--- config.mk ---
export PLATFORM = sky130hd
export DESIGN_NAME = cdb_arbiter_flat
export DESIGN_NICKNAME = d
export VERILOG_FILES = /design/src/rtl/cdb_arbiter_if.sv /design/src/rtl/cdb_arbiter.sv /design/src/flat_wrapper.sv
export SDC_FILE = /design/constraint.sdc
export NUM_CORES = 1
export LEC_CHECK = 0
export BUFFER_PORTS_ARGS = -buffer_cell sky130_fd_sc_hd__buf_2
export CAP_MARGIN = 25
export CORE_MARGIN = 10
export CORE_UTILIZATION = 48
export DETAILED_ROUTE_END_ITERATION = 6
export GPL_ROUTABILITY_DRIVEN = 1
export MAX_ROUTING_LAYER = met4
export PLACE_DENSITY_LB_ADDON = 0.08
export SLEW_MARGIN = 5
export SYNTH_ARGS = -nofsm -noshare
export SYNTH_HDL_FRONTEND = slang
export SYNTH_SLANG_ARGS = --single-unit
--- constraint.sdc ---
create_clock -name clock -period 8.15 [get_ports clock]
set_clock_uncertainty 0.1 [all_clocks]
set_input_delay 2.0375 -clock clock [delete_from_list [all_inputs] [get_ports clock]]
set_output_delay 2.0375 -clock clock [all_outputs]
set_load 0.005 [all_outputs]
--- src/rtl/cdb_arbiter_if.sv ---
// cdb_arbiter_if: bundles the functional-unit result handshake and the Common Data Bus
// broadcast of cdb_arbiter.
//   fu_valid   [NUM_FU]            result valid per FU
//   fu_rob_tag [NUM_FU*ROB_TAG_W]  destination ROB tag, FU i in slice i
//   fu_value   [NUM_FU*XLEN]       result value, FU i in slice i
//   fu_ready   [NUM_FU]            per-FU buffer can accept
//   cdb_valid / cdb_rob_tag / cdb_value / cdb_fu_idx : registered broadcast
// Modports: master = FU/consumer side, slave = arbiter.
interface cdb_arbiter_if #(
  parameter int unsigned NUM_FU    = 5,
  parameter int unsigned ROB_TAG_W = 5,
  parameter int unsigned XLEN      = 32
);
  localparam int unsigned IdxW = (NUM_FU > 1) ? $clog2(NUM_FU) : 1;

  logic [NUM_FU-1:0]           fu_valid;
  logic [NUM_FU*ROB_TAG_W-1:0] fu_rob_tag;
  logic [NUM_FU*XLEN-1:0]      fu_value;
  logic [NUM_FU-1:0]           fu_ready;
  logic                        cdb_valid;
  logic [ROB_TAG_W-1:0]        cdb_rob_tag;
  logic [XLEN-1:0]             cdb_value;
  logic [IdxW-1:0]             cdb_fu_idx;

  modport master (
    output fu_valid, fu_rob_tag, fu_value,
    input  fu_ready, cdb_valid, cdb_rob_tag, cdb_value, cdb_fu_idx
  );

  modport slave (
    input  fu_valid, fu_rob_tag, fu_value,
    output fu_ready, cdb_valid, cdb_rob_tag, cdb_value, cdb_fu_idx
  );
endinterface

--- src/rtl/cdb_arbiter.sv ---
// cdb_arbiter: per-FU skid FIFOs feeding a round-robin arbiter that drives one registered
// Common Data Bus broadcast per cycle.
// Ports:
//   clock, reset  : clock, asynchronous active-high reset
//   squash        : synchronous flush of all buffers, pointer and broadcast
//   bus (slave)   : FU result handshake in, CDB broadcast out (see cdb_arbiter_if)
// Optional: define CDB_STATS_EN to add saturating 32-bit counters
//   stat_broadcasts   : cycles in which a valid broadcast is loaded
//   stat_stall_cycles : cycles with any FU valid while its buffer is full
module cdb_arbiter #(
  parameter int unsigned NUM_FU     = 5,
  parameter int unsigned ROB_TAG_W  = 5,
  parameter int unsigned XLEN       = 32,
  parameter int unsigned FIFO_DEPTH = 2
) (
  input  logic         clock,
  input  logic         reset,
  input  logic         squash,
  cdb_arbiter_if.slave bus
`ifdef CDB_STATS_EN
  ,
  output logic [31:0]  stat_broadcasts,
  output logic [31:0]  stat_stall_cycles
`endif
);

  localparam int unsigned IdxW = (NUM_FU > 1) ? $clog2(NUM_FU) : 1;
  localparam int unsigned PtrW = $clog2(FIFO_DEPTH);
  localparam int unsigned CntW = $clog2(FIFO_DEPTH + 1);
  localparam logic [CntW-1:0] Full = CntW'(FIFO_DEPTH);

  logic [ROB_TAG_W-1:0] tag_mem_q [NUM_FU][FIFO_DEPTH];
  logic [XLEN-1:0]      val_mem_q [NUM_FU][FIFO_DEPTH];

  logic [PtrW-1:0] head_q  [NUM_FU];
  logic [PtrW-1:0] head_d  [NUM_FU];
  logic [PtrW-1:0] tail_q  [NUM_FU];
  logic [PtrW-1:0] tail_d  [NUM_FU];
  logic [CntW-1:0] count_q [NUM_FU];
  logic [CntW-1:0] count_d [NUM_FU];

  logic [IdxW-1:0]      rr_q, rr_d;
  logic                 cdb_valid_q, cdb_valid_d;
  logic [ROB_TAG_W-1:0] cdb_tag_q, cdb_tag_d;
  logic [XLEN-1:0]      cdb_value_q, cdb_value_d;
  logic [IdxW-1:0]      cdb_idx_q, cdb_idx_d;

  logic [NUM_FU-1:0]    ready, push, pop, nonempty;
  logic                 found;
  logic [IdxW-1:0]      win;
  logic [ROB_TAG_W-1:0] win_tag;
  logic [XLEN-1:0]      win_value;

  // Ready comes from the registered count only, so a full buffer never passes through.
  // Tag 0 completes the handshake but is never stored.
  always_comb begin
    for (int i = 0; i < NUM_FU; i++) begin
      ready[i]    = (count_q[i] != Full);
      nonempty[i] = (count_q[i] != '0);
      push[i]     = bus.fu_valid[i] && ready[i] && !squash &&
                    (bus.fu_rob_tag[i*ROB_TAG_W +: ROB_TAG_W] != '0);
    end
  end

  // Round-robin scan starting at rr_q, wrapping modulo NUM_FU.
  always_comb begin
    found = 1'b0;
    win   = '0;
    for (int k = 0; k < NUM_FU; k++) begin
      int unsigned j;
      j = (32'(rr_q) + 32'(k)) % NUM_FU;
      if (!found && nonempty[j]) begin
        found = 1'b1;
        win   = IdxW'(j);
      end
    end
  end

  always_comb begin
    pop       = '0;
    win_tag   = '0;
    win_value = '0;
    for (int i = 0; i < NUM_FU; i++) begin
      if (found && (win == IdxW'(i))) begin
        pop[i]    = 1'b1;
        win_tag   = tag_mem_q[i][head_q[i]];
        win_value = val_mem_q[i][head_q[i]];
      end
    end
  end

  always_comb begin
    rr_d        = rr_q;
    cdb_valid_d = cdb_valid_q;
    cdb_tag_d   = cdb_tag_q;
    cdb_value_d = cdb_value_q;
    cdb_idx_d   = cdb_idx_q;
    for (int i = 0; i < NUM_FU; i++) begin
      head_d[i]  = head_q[i];
      tail_d[i]  = tail_q[i];
      count_d[i] = count_q[i];
    end

    if (squash) begin
      rr_d        = '0;
      cdb_valid_d = 1'b0;
      cdb_tag_d   = '0;
      cdb_value_d = '0;
      cdb_idx_d   = '0;
      for (int i = 0; i < NUM_FU; i++) begin
        head_d[i]  = '0;
        tail_d[i]  = '0;
        count_d[i] = '0;
      end
    end else begin
      // Pointers wrap naturally because FIFO_DEPTH is a power of two.
      for (int i = 0; i < NUM_FU; i++) begin
        head_d[i]  = head_q[i] + PtrW'(pop[i]);
        tail_d[i]  = tail_q[i] + PtrW'(push[i]);
        count_d[i] = count_q[i] + CntW'(push[i]) - CntW'(pop[i]);
      end
      if (found) begin
        cdb_valid_d = 1'b1;
        cdb_tag_d   = win_tag;
        cdb_value_d = win_value;
        cdb_idx_d   = win;
        rr_d        = (win == IdxW'(NUM_FU - 1)) ? '0 : win + IdxW'(1);
      end else begin
        // Idle tag must be zero so no reservation station can match.
        cdb_valid_d = 1'b0;
        cdb_tag_d   = '0;
        cdb_value_d = '0;
      end
    end
  end

  always_ff @(posedge clock or posedge reset) begin
    if (reset) begin
      rr_q        <= '0;
      cdb_valid_q <= 1'b0;
      cdb_tag_q   <= '0;
      cdb_value_q <= '0;
      cdb_idx_q   <= '0;
      for (int i = 0; i < NUM_FU; i++) begin
        head_q[i]  <= '0;
        tail_q[i]  <= '0;
        count_q[i] <= '0;
      end
    end else begin
      rr_q        <= rr_d;
      cdb_valid_q <= cdb_valid_d;
      cdb_tag_q   <= cdb_tag_d;
      cdb_value_q <= cdb_value_d;
      cdb_idx_q   <= cdb_idx_d;
      for (int i = 0; i < NUM_FU; i++) begin
        head_q[i]  <= head_d[i];
        tail_q[i]  <= tail_d[i];
        count_q[i] <= count_d[i];
      end
    end
  end

  // Storage needs no reset: entries are only read when count marks them live.
  always_ff @(posedge clock) begin
    for (int i = 0; i < NUM_FU; i++) begin
      if (push[i]) begin
        tag_mem_q[i][tail_q[i]] <= bus.fu_rob_tag[i*ROB_TAG_W +: ROB_TAG_W];
        val_mem_q[i][tail_q[i]] <= bus.fu_value[i*XLEN +: XLEN];
      end
    end
  end

  assign bus.fu_ready    = ready;
  assign bus.cdb_valid   = cdb_valid_q;
  assign bus.cdb_rob_tag = cdb_tag_q;
  assign bus.cdb_value   = cdb_value_q;
  assign bus.cdb_fu_idx  = cdb_idx_q;

`ifdef CDB_STATS_EN
  logic [31:0] bcast_q, stall_q;
  logic        stall;

  assign stall = |(bus.fu_valid & ~ready);

  // Not cleared by squash; saturate at all-ones.
  always_ff @(posedge clock or posedge reset) begin
    if (reset) begin
      bcast_q <= '0;
      stall_q <= '0;
    end else begin
      if (found && !squash && (bcast_q != '1)) bcast_q <= bcast_q + 32'd1;
      if (stall && (stall_q != '1))            stall_q <= stall_q + 32'd1;
    end
  end

  assign stat_broadcasts   = bcast_q;
  assign stat_stall_cycles = stall_q;
`endif

endmodule

--- src/flat_wrapper.sv ---
// flat-port wrapper written by rule: the top's interface ports become plain ports
module cdb_arbiter_flat 
#(
  parameter int unsigned NUM_FU     = 5,
  parameter int unsigned ROB_TAG_W  = 5,
  parameter int unsigned XLEN       = 32,
  parameter int unsigned FIFO_DEPTH = 2
)
  (clock, reset, squash, bus_fu_valid, bus_fu_rob_tag, bus_fu_value, bus_fu_ready, bus_cdb_valid, bus_cdb_rob_tag, bus_cdb_value, bus_cdb_fu_idx);
  cdb_arbiter_if #(.NUM_FU(NUM_FU), .ROB_TAG_W(ROB_TAG_W), .XLEN(XLEN)) bus_i ();
  input  logic clock;
  input  logic reset;
  input  logic squash;
  input wire logic [$bits(bus_i.fu_valid)-1:0] bus_fu_valid;
  input wire logic [$bits(bus_i.fu_rob_tag)-1:0] bus_fu_rob_tag;
  input wire logic [$bits(bus_i.fu_value)-1:0] bus_fu_value;
  output wire logic [$bits(bus_i.fu_ready)-1:0] bus_fu_ready;
  output wire logic [$bits(bus_i.cdb_valid)-1:0] bus_cdb_valid;
  output wire logic [$bits(bus_i.cdb_rob_tag)-1:0] bus_cdb_rob_tag;
  output wire logic [$bits(bus_i.cdb_value)-1:0] bus_cdb_value;
  output wire logic [$bits(bus_i.cdb_fu_idx)-1:0] bus_cdb_fu_idx;
  assign bus_i.fu_valid = bus_fu_valid;
  assign bus_i.fu_rob_tag = bus_fu_rob_tag;
  assign bus_i.fu_value = bus_fu_value;
  assign bus_fu_ready = bus_i.fu_ready;
  assign bus_cdb_valid = bus_i.cdb_valid;
  assign bus_cdb_rob_tag = bus_i.cdb_rob_tag;
  assign bus_cdb_value = bus_i.cdb_value;
  assign bus_cdb_fu_idx = bus_i.cdb_fu_idx;
  cdb_arbiter #(.NUM_FU(NUM_FU), .ROB_TAG_W(ROB_TAG_W), .XLEN(XLEN), .FIFO_DEPTH(FIFO_DEPTH)) u_core (.clock(clock), .reset(reset), .squash(squash), .bus(bus_i));
endmodule
[Yosys cells after proc, flatten, opt, wreduce, memory -nomap -nowiden]
Memory sizes are Yosys's and may differ from the RTL's.
Index checks and enable logic that the tools add are counted.
Operators by class
  $add $sub $neg: 25
  divide/modulo/power cells: 5
  $lt $le $gt $ge: 20
  equal/unequal tests: 9
  multiplexer cells: 114
  bitwise operators: 10
  reduce and logical (&&, ||, !) cells: 46
Operators by type and width (count)
  two-way mux 32 bit: 27
  two-way mux 64 bit: 5
  demux 32 bit (select 1 bit): 5
  less-than comparator 32 x 4 -> 1 bit (second input constant): 5
  two-way mux 5 bit: 29
  modulo 32 x 3 -> 32 bit (second input constant): 4
  two-way mux 10 bit: 6
  modulo 3 x 3 -> 32 bit (second input constant): 1
  two-way mux 3 bit: 10
  logical AND 1 bit: 29
  demux 5 bit (select 1 bit): 5
  nonzero test 5 bit: 5
  two-way mux 1 bit: 22
  greater-or-equal comparator 2 bit (second input constant): 10
  inverter 1 -> 2 bit: 10
  binary-select mux 1 bit (select 3 bit): 5
  nonzero test 2 bit: 6
  adder 1 bit: 10
  adder 2 x 1 -> 2 bit: 5
  less-than comparator 2 x 1 -> 1 bit (second input constant): 5
  inequality test 2 bit (second input constant): 5
  subtractor 2 x 1 -> 2 bit: 5
  adder 3 x 2 -> 4 bit (second input constant): 2
  equality test 3 x 2 -> 1 bit (second input constant): 2
  7 further kinds: 11
Word-level totals
  bits in registers: 64
  bits in writable memories: 370
  input port bits: 193
  memories kept: 2
Memories
  u_core.val_mem_q: depth 5, bits a word 64, rd ports 5, clocked after Yosys merged registers in 0, write ports 5, line cdb_arbiter.sv:33  | logic [XLEN-1:0] val_mem_q [NUM_FU][FIFO_DEPTH];
  u_core.tag_mem_q: depth 5, bits a word 10, rd ports 5, clocked after Yosys merged registers in 0, write ports 5, line cdb_arbiter.sv:32  | logic [ROB_TAG_W-1:0] tag_mem_q [NUM_FU][FIFO_DEPTH];

[Logic depth before layout (Yosys ltp)]
  depth after elaboration: 25
  mapped depth: 32
  depth with buffers taken out: 28

[Worst setup path after synthesis]
No wires, ideal clock.
  kind: reg2reg
  from: register u_core.rr_q[0]
  to: register u_core.count_q[5] in the netlist's numbering
  arrival: 6011 ps
  path slack: 1907 ps
  stages on the path, launching flop included: 31
  buffers on the path: 4
  clock period less this slack: 6243 ps
  cells stage by stage: dfrtp_1 buf_6 clkinv_1 ha_1 buf_6 xnor2_1 inv_2 ha_1 or3b_2 o22ai_1 or2_1 ha_1 nand2b_1 o211ai_1 o211ai_2 o21a_1 o31a_1 a31o_2 a21oi_1 inv_1 ha_1 inv_1 clkbuf_1 clkbuf_1 nor2_1 ha_1 inv_1 ha_1 xor2_1 xnor2_1 nor2_1
RTL lines
  start, declared: line cdb_arbiter.sv:42  | logic [IdxW-1:0] rr_q, rr_d;
  start signal, assigned: line cdb_arbiter.sv:150  | rr_q <= rr_d;
  end signal, assigned by index: line cdb_arbiter.sv:158  | count_q[i] <= count_d[i];
  end, declared: line cdb_arbiter.sv:39  | logic [CntW-1:0] count_q [NUM_FU];

[Final worst setup path]
  from: register u_core.rr_q[1]
  to: register u_core.cdb_value_q[31], in the netlist u_core.bus.cdb_value[31]
Between the ends
  longest elaborated chain between the ends: 25
  elaborated cells between the ends (all ways): 54
Ends and longest elaborated chain
  branches (longest 23 deep; another with modulo 32 x 3 -> 32 bit)
  two-way mux 32 bit (*): line cdb_arbiter.sv:122  | if (found) begin
  two-way mux 32 bit (*): line cdb_arbiter.sv:104  | if (squash) begin
  named net u_core.cdb_value_d[31]: line cdb_arbiter.sv:45  | logic [XLEN-1:0] cdb_value_q, cdb_value_d;
  end signal, assigned: line cdb_arbiter.sv:153  | cdb_value_q <= cdb_value_d;
  end, declared: line cdb_arbiter.sv:45
Mark *: on every way through the listed nets, which the timed path passes. The select of a mux whose other input is x is not followed.
A chain may end at the register's enable or synchronous reset.

==> impl_metrics.py <==
metrics = {
    "layout": {
        "mostFrequentLayoutCells": "edfxtp_1 (370), buf_2 (238), mux2i_1 (153)",
        "synthToLayoutAreaGrowth_pct": 18.8,
        "drive_gt1_share_pct": 28.5,
        "fin_cells": 2024,
        "final_nets": 1709,
        "final_common_cell": "edfxtp_1",
        "fin_area_sq_um": 22000,
    },
    "critical_path": {
        "cp-end-kind": "register",
        "ff2ff_path_depth": 26,
        "crit_family": "compound AO/OA/AOI/OAI gates",
        "cpPeakStageDelay_ps": 500,
        "crit_required_ps": 8530,
        "crit_path_end": "u_core.bus.cdb_value[31]",
        "rrSetupSlack_ps": 1450,
        "cp_num_buf_inv": 4,
        "critical_path_depth": 26,
        "critPathLaunchType": "register",
        "critPathMaxFanout": 37,
        "r2r_end": "u_core.bus.cdb_value[31]",
        "worstReg2RegStart": "u_core.rr_q[1]",
        "cp_common_cell": "ha_1",
        "arrival_ps": 7080,
        "cpMaxStageDelayCell": "dfrtp_1",
        "startpoint": "u_core.rr_q[1]",
        "worstSetupPathType": "reg -> reg",
    },
    "pwr": {
        "clock_power_share_pct": 20.4,
        "total_power_uw": 10100,
        "p_sw_share_pct": 43.3,
        "ir_drop_uv": 587,
        "power_frac_comb_pct": 52.2,
        "leakagePower_uw": 0.00800,
        "switchingPower_uw": 4380,
        "p_per_area_nw_per_um2": 460,
        "p_seq_share_pct": 27.4,
        "power.internal_uw": 5740,
    },
    "cts": {
        "path_clk_slew_ps": 60,
        "cts_setup_buffers": 0,
        "cts_tree": "done",
        "clock-sinks": 434,
        "clock-root-buffer": "clkbuf_16",
        "clockBufferDepth": 3,
        "cts_htree_levels": 2,
        "clock_latency_ps": 570,
        "ctsResizeCount": 0,
        "holdBufCountCts": 0,
        "cts-buffers-inserted": 45,
    },
    "synth": {
        "yosys.area_share.simple_pct": 6.75,
        "synth_mux_area_share_pct": 10.8,
        "syn_nets": 1461,
        "synth.avg_cell_area_sq_um": 15.2,
        "ys_async_sr_fraction_pct": 14.7,
        "yosys_register_bits": 434,
        "synth_area_sq_um": 18500,
        "synth-warning-count": 0,
        "synth_edf_count": 370,
        "synth_compound_area_share_pct": 7.46,
        "synthAdderAreaFrac_pct": 3.15,
        "syn_inst": 1222,
        "synth_flop_cell": "edfxtp_1",
        "yosysSeqAreaShare_pct": 68.6,
        "ys_types": 81,
        "synthXorXnorAreaFrac_pct": 0.939,
        "synth_top_family_by_area": "multiplexers",
    },
    "sta": {
        "slew_headroom_pct": 33.5,
        "fin_setup_tns_ps": 0,
        "slew_violations": 0,
        "holdWs_ps": 445,
        "rsz0062_at_grt": "false",
        "finalCriticalPeriod_ps": 6700,
        "tightest_slew_ps": 998,
        "fin_crit_sh_pct": 82.2,
        "fmax_mhz": 149,
        "setup_viol": 0,
        "finalHoldViolations": 0,
    },
    "grt": {
        "grt_pass1_wl_mm": 75.2,
        "antenna_found_initial": 5,
        "grt_overflow_total": 0,
        "track_usage_pct": 22.0,
        "grt_max_degree": 65,
        "first_global_vias": 11700,
    },
    "die": {
        "num_rows": 71,
        "die_width_microns": 216,
        "die_area_sq_um": 46900,
        "coreArea_sq_um": 37800,
        "io-pin-count": 239,
        "die_y_microns": 216,
        "start_util_pct": 49.0,
    },
    "detailed_routing": {
        "wl_mm": 50.9,
        "drc": 0,
        "drt_iter0_markers": 919,
        "via_per_inst": 5.65,
        "firstDrtPassIters": 5,
        "vias": 11400,
        "wl_per_cell_microns": 25.2,
        "ant_nets": 0,
    },
    "placed_design": {
        "hpwlAfterDp_mm": 35.4,
        "placed_cells": 1929,
        "placed_cell_area_sq_um": 20400,
        "gp_congestion": 0.865,
        "port-buffer-count": 238,
    },
    "min_path": {
        "hp-class": "reg -> reg",
    },
    "run_status": {
        "run_status": "complete, no violations",
    },
    "job": {
        "drv_cap": 0,
    },
}
[Yosys cell counts (all sizes together) (4+ instances only)]
cell type  count  share of area (%)
edfxtp       370                 60
mux2i        153                8.3
nand2        102                2.1
dfrtp         64                8.6
ha            45                3.0
nor2          42               0.86
mux2          39                2.4
nand4         39                1.4
clkbuf        38               0.77
a32oi         36                1.7
o221ai        36                1.7
inv           34               0.69
buf           31               0.84
a21oi         28               0.80
o21ai         22               0.61
nand3         13               0.38
xnor2         13               0.66
nor3          11               0.30
nor2b          8               0.27
o31a           6               0.28
or2            6               0.20
or3            6               0.23
xor2           6               0.28
a211oi         5               0.23
nand3b         5               0.20
o21a           5               0.20
a31oi          4               0.14
nand2b         4               0.14
[kinds of logic (layout without fill, tap and decap cells)]
kind of cell | after synthesis | in the layout
DFF | 434 | 434
and+or+nand+nor | 250 | 250
muxes | 193 | 193
AOI/OAI and AO/OA | 175 | 175
buffers and inverters | 105 | 390
adders and majority gates | 46 | 46
xor gates and xnor gates | 19 | 19
other | 0 | 6
[registers in the layout (all words and copies together) (netlist names)]
signal	cells
u_core.bus.cdb_value	32
u_core.count_q	10
u_core.bus.cdb_fu_idx	3
u_core.bus.cdb_valid	1
u_core.head_q	5
u_core.bus.cdb_rob_tag	5
u_core.val_mem_q	320
u_core.rr_q	3
u_core.tag_mem_q	50
u_core.tail_q	5
[routing by layer]
layer / track usage (%) / vias up / wire length, microns
met4: 5.94 / 0 / 1040
met5: - / - / 0
li1: - / 5253 / -
met3: 3.47 / 71 / 2570
met2: 37.3 / 359 / 26400
met1: 26.9 / 5744 / 20900
[tightest hold or removal path, stage by stage, from the launching register on]
cell and delay (ps):
edfxtp_1 320, mux2i_1 60, a32oi_1 140
[layout make-up]
class	count	area (sq um)
fillers	3068	15800
inverters	36	135
flip-flops and latches	434	12700
clock buffers	62	1270
well taps	511	639
clock inverters	22	214
repair buffers	270	1600
multi-input cells	683	5420
diodes	6	15.0
[how the worst min path moves through the flow]
stage,start,end,slack (ps),cells past startpoint
global placement,u_core.val_mem_q[0][306],u_core.bus.cdb_value[18],440,2
detailed placement,u_core.val_mem_q[0][296],u_core.bus.cdb_value[8],450,2
CTS,u_core.val_mem_q[0][297],u_core.bus.cdb_value[9],450,2
global route,u_core.val_mem_q[0][312],u_core.bus.cdb_value[24],480,2
floorplan,u_core.bus.cdb_fu_idx[0],u_core.bus.cdb_fu_idx[0],420,2
finish,u_core.val_mem_q[0][308],u_core.bus.cdb_value[20],450,2
[metrics by stage]
step	setup slack [ps]	util, %
after floorplan	1910	-
after global placement	1740	53.5
after detailed placement	1540	53.9
after CTS	1500	57.8
after global routing	940	58.2
final	1450	58.2
[power by group through the flow]
stage	clock network, uW	registers, uW	logic [uW]
6_report	2060	2770	5290
3_3_place_gp	0	2820	5220
3_5_place_dp	0	2820	5340
4_1_cts	2090	2770	5370
5_1_grt	2180	2790	5740
2_1_floorplan	0	2790	3500
(Power assumes the default switching activity.)
